`src/rtl/pe_array_feeder.sv`:
```
// Skewing operand feeder and sequencer for an N x N MAC array: buffers A/B,
// streams them diagonally into the array edges, drains, then exposes results.

module pe_feeder_lane #(
    parameter int N      = 4,
    parameter int DATA_W = 8,
    parameter int CW     = 4,
    parameter int LANE   = 0
) (
    input  logic                       en,
    input  logic [CW-1:0]              step,
    input  logic [N-1:0][DATA_W-1:0]   vec,
    output logic [DATA_W-1:0]          val
);
    // Lane LANE sees element k of its vector at step LANE+k; zero outside the window.
    always_comb begin
        val = '0;
        if (en) begin
            for (int k = 0; k < N; k++) begin
                if (step == CW'(LANE + k)) val = vec[k];
            end
        end
    end
endmodule

module pe_array_feeder #(
    parameter int N        = 4,
    parameter int DATA_W   = 8,
    parameter int MULT_LAT = 1
) (
    input  logic                   clk,
    input  logic                   rst,
    input  logic                   wr_en,
    input  logic                   wr_mat,
    input  logic [$clog2(N)-1:0]   wr_row,
    input  logic [$clog2(N)-1:0]   wr_col,
    input  logic [DATA_W-1:0]      wr_data,
    input  logic                   start,
    input  logic                   rd_ack,
    output logic [N*DATA_W-1:0]    a_out,
    output logic [N*DATA_W-1:0]    b_out,
    output logic                   acc_clr,
    output logic                   pe_sel,
    output logic                   busy,
    output logic                   done
);
    localparam int CW          = $clog2(3*N + MULT_LAT + 1);
    localparam int STREAM_LAST = 2*N - 2;
    localparam int DRAIN_LAST  = N + MULT_LAT - 1;

    typedef enum logic [2:0] {IDLE, CLEAR, STREAM, DRAIN, READ} state_t;

    state_t  state, state_n;
    logic [CW-1:0] cnt, cnt_n;

    logic [N-1:0][N-1:0][DATA_W-1:0] abuf, bbuf;
    logic [N-1:0][N-1:0][DATA_W-1:0] bcol;
    logic [N-1:0][DATA_W-1:0]        a_lane, b_lane;
    logic                            stream_n;

    // Buffers are deliberately left out of reset so a reset does not lose operands.
    always_ff @(posedge clk) begin
        if (wr_en && state == IDLE) begin
            if (wr_mat) bbuf[wr_row][wr_col] <= wr_data;
            else        abuf[wr_row][wr_col] <= wr_data;
        end
    end

    always_ff @(posedge clk) begin
        if (rst) begin
            state <= IDLE;
            cnt   <= '0;
        end else begin
            state <= state_n;
            cnt   <= cnt_n;
        end
    end

    always_comb begin
        state_n = state;
        cnt_n   = cnt;
        case (state)
            IDLE:   if (start) state_n = CLEAR;
            CLEAR: begin
                state_n = STREAM;
                cnt_n   = '0;
            end
            STREAM: begin
                if (cnt == CW'(STREAM_LAST)) begin
                    state_n = DRAIN;
                    cnt_n   = '0;
                end else begin
                    cnt_n = cnt + CW'(1);
                end
            end
            DRAIN: begin
                if (cnt == CW'(DRAIN_LAST)) begin
                    state_n = READ;
                    cnt_n   = '0;
                end else begin
                    cnt_n = cnt + CW'(1);
                end
            end
            READ:   if (rd_ack) state_n = IDLE;
            default: state_n = IDLE;
        endcase
    end

    // Lane values are computed from the next state so every output can be registered.
    assign stream_n = (state_n == STREAM);

    for (genvar g = 0; g < N; g++) begin : g_lane
        for (genvar k = 0; k < N; k++) begin : g_col
            assign bcol[g][k] = bbuf[k][g];
        end
        pe_feeder_lane #(.N(N), .DATA_W(DATA_W), .CW(CW), .LANE(g)) u_a (
            .en(stream_n), .step(cnt_n), .vec(abuf[g]), .val(a_lane[g])
        );
        pe_feeder_lane #(.N(N), .DATA_W(DATA_W), .CW(CW), .LANE(g)) u_b (
            .en(stream_n), .step(cnt_n), .vec(bcol[g]), .val(b_lane[g])
        );
    end

    always_ff @(posedge clk) begin
        if (rst) begin
            a_out   <= '0;
            b_out   <= '0;
            acc_clr <= 1'b0;
            pe_sel  <= 1'b0;
            busy    <= 1'b0;
            done    <= 1'b0;
        end else begin
            a_out   <= a_lane;
            b_out   <= b_lane;
            acc_clr <= (state_n == CLEAR);
            pe_sel  <= (state_n == READ);
            busy    <= (state_n != IDLE);
            done    <= (state_n == READ) && (state != READ);
        end
    end
endmodule
```
`config.mk`:
```
export PLATFORM = sky130hd
export DESIGN_NAME = pe_array_feeder
export DESIGN_NICKNAME = d
export VERILOG_FILES = /design/src/rtl/pe_array_feeder.sv
export SDC_FILE = /design/constraint.sdc
export NUM_CORES = 1
export LEC_CHECK = 0
export ABC_AREA = 1
export CELL_PAD_IN_SITES_DETAIL_PLACEMENT = 0
export CELL_PAD_IN_SITES_GLOBAL_PLACEMENT = 1
export CORE_ASPECT_RATIO = 0.7
export CORE_UTILIZATION = 34
export DETAILED_ROUTE_END_ITERATION = 16
export GPL_TIMING_DRIVEN = 0
export PLACE_DENSITY_LB_ADDON = 0.1
export SLEW_MARGIN = 20
export SYNTH_ARGS = -nofsm -noshare
export SYNTH_HDL_FRONTEND = slang
export SYNTH_SLANG_ARGS = --single-unit
export TNS_END_PERCENT = 100
```
`constraint.sdc`:
```
create_clock -name clk -period 2.75 [get_ports clk]
set_input_delay 0.55 -clock clk [delete_from_list [all_inputs] [get_ports clk]]
set_output_delay 0.55 -clock clk [all_outputs]
set_load 0.02 [all_outputs]
```
Word-level counts from Yosys, hierarchy flattened
Index checks and enable logic that the tools add are counted.
- ROM bits: 0
- register bits: 331
- bits in latches: 0
- output and inout port bits: 68
- memories kept: 0
- bits in writable memories: 0
- word-level logic and storage cells: 119
- input port bits: 18
- shift-type cells: 0
- multipliers: 0
- eq/ne operators: 16
- muxes and demuxes: 46
- bitwise logic cells: 2
- $lt $le $gt $ge: 4
- add/subtract/negate cells: 1
- reduce and logical (&&, ||, !) cells: 10
- div/mod/pow operators: 0
- operators with widths (cell ; number):
    8-bit two-way mux ; 33
    128-bit bitwise mux ; 2
    32-bit demux with 2-bit select ; 1
    32-bit two-way mux ; 1
    4-bit by 3-bit equality test with 1-bit output, second input constant ; 5
    8-bit demux with 2-bit select ; 1
    3-bit case mux with 5 select lines ; 1
    3-bit two-way mux ; 4
    4-bit case mux with 3 select lines ; 1
    3-bit by 2-bit equality test with 1-bit output, second input constant ; 3
    4-bit by 2-bit equality test with 1-bit output, second input constant ; 2
    4-bit two-way mux ; 2
    3-bit by 1-bit equality test with 1-bit output, second input constant ; 2
    3-bit equality test, second input constant ; 2
    2-bit by 3-bit less-than comparator with 1-bit output, second input constant ; 2
    4-bit by 1-bit adder with 4-bit output, second input constant ; 1
    4-bit by 1-bit equality test with 1-bit output, second input constant ; 1
    2-bit by 1-bit greater-or-equal comparator with 1-bit output, second input constant ; 2
    1-bit logical AND ; 4
    4-bit logical NOT ; 1
    2-bit AND reduction ; 2
    3-bit logical NOT ; 1
    3-bit inequality test, second input constant ; 1
    3-bit nonzero test ; 1
    other kinds (2) ; 3

Logic depth before layout (Yosys ltp)
- depth after elaboration: 8
- gate-level depth with buffers: 16

By module
From an unflattened synthesis, not the netlist that was laid out.
- cell total of the unflattened synthesis: 1296
- area, all modules: 13621.8 sq um
- by module, submodules not included (module ; instances ; cells an instance ; area an instance (sq um)):
    pe_array_feeder ; 1 ; 606 ; 10398.7
    pe_feeder_lane at g_lane[0].u_a ... ; 2 ; 100 ; 457.9
    pe_feeder_lane at g_lane[2].u_a ... ; 2 ; 92 ; 435.4
    pe_feeder_lane at g_lane[1].u_a ... ; 2 ; 76 ; 359.1
    pe_feeder_lane at g_lane[3].u_a ... ; 2 ; 77 ; 359.1

Worst setup path after synthesis
Ideal clock, no wire load.
- path type: register to register
- start: register cnt[0]
- end: register a_out[20]
- arrival: 1901 ps
- cell stages (with the launch flop): 14
- required time: 2641 ps
- period minus slack after synthesis: 2010 ps
- path buffers: 2
- setup slack: 740 ps
- cell sequence: dfxtp_1 -> inv_1 -> ha_1 -> nand3_1 -> nand3_2 -> nand3_2 -> buf_4 -> nor2_4 -> nand2_2 -> buf_2 -> nor2_1 -> nor2_1 -> nand2_1 -> inv_1
- longest elaborated chain between the ends: 8
- ends and longest elaborated chain (item ; RTL line ; source):
    start: declaration ; 54 ; logic [CW-1:0] cnt, cnt_n;
    start signal: assignment ; 75 ; cnt <= cnt_n;
    4-bit by 1-bit adder with 4-bit output (tied with other cells) ; 93, 101 ;
    4-bit two-way mux, on equally long branches ; 97, 89 ;
    4-bit case mux with 3 select lines ; 82 ; case (state)
    4-bit by 2-bit equality test with 1-bit output ; 20 ; if (step == CW'(LANE + k)) val = vec[k];
    8-bit two-way mux (4 in a row) ; 20 ;
    end signal: assignment ; 133 ; a_out <= a_lane;
    end: declaration ; 40 ; output logic [N*DATA_W-1:0] a_out,
Parallel ways exist; a longest one is shown, timed or not.
A chain may end at the register's enable or synchronous reset.

Final worst setup path
- start: register cnt[0]
- end: register b_out[15]
- longest elaborated chain between the ends: 8
- ends and longest elaborated chain (item ; RTL line ; source):
    4-bit by 1-bit adder with 4-bit output (tied with other cells) ; 93, 101 ;
    4-bit two-way mux, on equally long branches ; 97, 89 ;
    4-bit case mux with 3 select lines ; 82 ;
    4-bit by 1-bit equality test with 1-bit output ; 20 ;
    8-bit two-way mux (4 in a row) ; 20 ;
    end signal: assignment ; 134 ; b_out <= b_lane;
    end: declaration ; 41 ; output logic [N*DATA_W-1:0] b_out,
Parallel ways exist; a longest one is shown, timed or not.

==> impl_metrics.yaml <==
synth:
  netlist_area_mm2: 0.0127
  synth.avg_cell_area_um2: 11.7
  synth_cell_types: 30
  postSynthCellCount: 1083
  synthTopCellsByArea: "edfxtp_1 (61%), dfxtp_1 (12%), nand2_1 (6.5%)"
  ys_seq_area_share_pct: 72.3
  ys_ff_latch: 331
  synth_warnings: 0
  synth_top_area_cell: "edfxtp_1"
  yosysTopAreaCellShare_pct: 60.5
  synth.net_count: 1104
critical_path:
  required_ns: 3.16
  arrival_ns: 3.04
  path_max_fanout: 10
  path_class: "register to register"
  rr_worst_depth: 12
  r2r-end: "b_out[15]$_SDFF_PP0_"
  start_kind: "register"
  crit_start: "cnt[0]$_SDFF_PP0_"
  crit_path_end_kind: "register"
  r2r_start: "cnt[0]$_SDFF_PP0_"
  ff2ff_setup_slack_ns: 0.12
global_route:
  grt_use_total_pct: 17.9
  grt_pass1_wl_um: 49700
  antenna_found_initial: 0
  grt_pass1_vias: 7796
  grt_max_degree: 33
  grt-ovfl-total: 0
timing:
  fmax_ghz: 0.380
  slew_violations: 0
  setup_viol: 0
  rsz0062_at_grt: "true"
  fin_skew_ns: 0.0183
  max_slew.worst_pin.slew_ns: 0.981
  min_period_over_period_pct: 95.8
  maxSlewHeadroom_pct: 34.3
  fin_hold_ws_ns: 0.440
  fin_crit_ns: 2.63
  hold_viol_final: 0
cells_and_area:
  stdcell_count: 1717
  syn_to_final_growth_pct: 21.5
  design_area_mm2: 0.0154
  diodes: 0
  layout-drive-gt1-share_pct: 11.2
  finalNetCount: 1232
power_and_ir_drop:
  p_per_area_mw_per_mm2: 698
  p_leak_nw: 5.76
  finalPower_mw: 10.8
  ir_drop_mv: 0.374
min_path:
  worstHoldEndpoint: "abuf[51]$_DFFE_PP_"
  min_path_type: "primary input to register"
  hold_depth: 1
  min-delay-start: "wr_data[3]"
clocking:
  cts.sink_count: 331
  htree_levels: 2
  clockBufferDepth: 3
  cts_made_buffers: 35
  clkTransAtPathRegs_ns: 0.06
  clkLatencyLatePin_ns: 0.52
  cts_root_buf: "clkbuf_16"
  cts_tree: "yes"
placed_design:
  dp_cells: 1653
  hpwl_um: 22100
  portBuffers: 84
  place_congestion: 0.775
  place_area_mm2: 0.0143
die:
  row_count: 58
  dieWidth_um: 233
  start_util_pct: 34.9
  core-area_mm2: 0.0364
  die_h_um: 164
  io_pins: 86
  dieArea_mm2: 0.0382
routing:
  wire_per_inst_um: 19.4
  final_antenna_net_count: 0
  wl_um: 33300
  dr.pass1.iters: 5
  drc_errors: 0
  dr_total_vias: 8046
  drtIter0Drc: 545
  vias_per_cell: 4.69
status:
  status: "completed"
flow_run:
  drv_cap: 0
==> area by class of cell <==
class / instances / area (um^2)
buffer: 52 / 320
fill: 3444 / 20900
inverter: 91 / 342
timing repair buffer: 91 / 971
multi-input combinational: 609 / 2900
clock buffer: 58 / 1060
sequential: 331 / 9190
tap: 480 / 601
clock inverter: 5 / 47.5
==> power breakdown <==
part | total [mW] | leakage (nW) | switching (mW) | internal (mW)
clock | 4.62 | 0.542 | 1.89 | 2.73
combinational | 0.707 | 2.31 | 0.493 | 0.214
sequential | 5.44 | 2.91 | 0.0153 | 5.43
total | 10.8 | 5.76 | 2.40 | 8.37
==> synth_stat cells (all sizes together) <==
cell type  count
edfxtp       256
nand2        231
nor2         152
nand3        101
inv           91
dfxtp         75
nand4         36
a21oi         33
buf           33
clkbuf        19
o211ai        16
o31ai         16
o21ai         14
ha             3
nand3b         2
nor3           2
a31oi          1
and2           1
xor2           1
==> how the worst max path moves through the flow <==
stage                      endpoint  slack (ns)  depth (start not counted)
2_1_floorplan  a_out[20]$_SDFF_PP0_        0.74                         13
5_1_grt          abuf[29]$_DFFE_PP_       -0.04                          6
3_3_place_gp     bbuf[51]$_DFFE_PP_       -0.15                          4
6_report       b_out[15]$_SDFF_PP0_        0.12                         12
4_1_cts        b_out[15]$_SDFF_PP0_        0.03                         12
3_5_place_dp     bbuf[51]$_DFFE_PP_       -0.15                          4
==> routing by layer <==
layer	global-route usage, %	part of all wire (%)	up-vias
met5	0	0	-
met4	3.98	1.4	0
met3	2.99	4.3	37
met2	25.5	41	168
met1	28.2	53	3877
li1	-	-	3964
==> flip-flops by register name, summed over array words and instances (netlist names) <==
register / count
abuf: 128
a_out: 32
pe_sel: 1
bbuf: 128
busy: 1
done: 1
acc_clr: 1
b_out: 32
state: 3
cnt: 4
==> through the flow <==
stage / setup TNS [ns] / worst slack (ns) / utilization [%]
after floorplan: 0 / 0.740 / -
after global placement: -7.86 / -0.154 / 38.9
after detailed placement: -6.34 / -0.154 / 39.2
after CTS: 0 / 0.0336 / 42.3
after global routing: -0.428 / -0.0351 / 42.5
final: 0 / 0.115 / 42.5
==> repair_timing <==
item | CTS | global route
resized for setup | 3 | 19
setup buffers | 0 | 1
endpoints found under the setup margin | 10 | 97
cloned | 0 | 0
pin swaps | 0 | 1
hold buffers | 0 | 0
==> kinds of logic after synthesis <==
family	count (synthesis)	share of synthesized area [%]
adder cells (fa/ha/maj)	3	0.295
AO/OA/AOI/OAI	80	3.79
XOR/XNOR	1	0.0689
flip-flops	331	72.3
buffers and inverters	143	5.07
AND/OR/NAND/NOR	525	18.5
==> worst max-delay path, stage by stage, from the launching register on <==
cell and delay, ns:
dfxtp_1 0.35, inv_2 0.16, ha_1 0.19, nand3_1 0.23, nand3_2 0.15, nand3_2 0.17, buf_4 0.24, nor2_4 0.28
buf_4 0.26, nand3_1 0.09, nand2_1 0.07, nand2_1 0.06, a21oi_1 0.27
==> cells in the final DEF, fill, tap and decap left out, drive strengths merged <==
master	Yosys	layout
a21oi	33	33
a31oi	1	1
and2	1	1
buf	33	45
bufinv	0	1
clkbuf	19	80
clkdlybuf4s50	0	76
clkinv	0	4
dfxtp	75	75
edfxtp	256	256
ha	3	3
inv	91	91
nand2	231	231
nand3	101	101
nand3b	2	2
nand4	36	36
nor2	152	152
nor3	2	2
o211ai	16	16
o21ai	14	14
o31ai	16	16
xor2	1	1
Power figures use the tool's default switching activity.
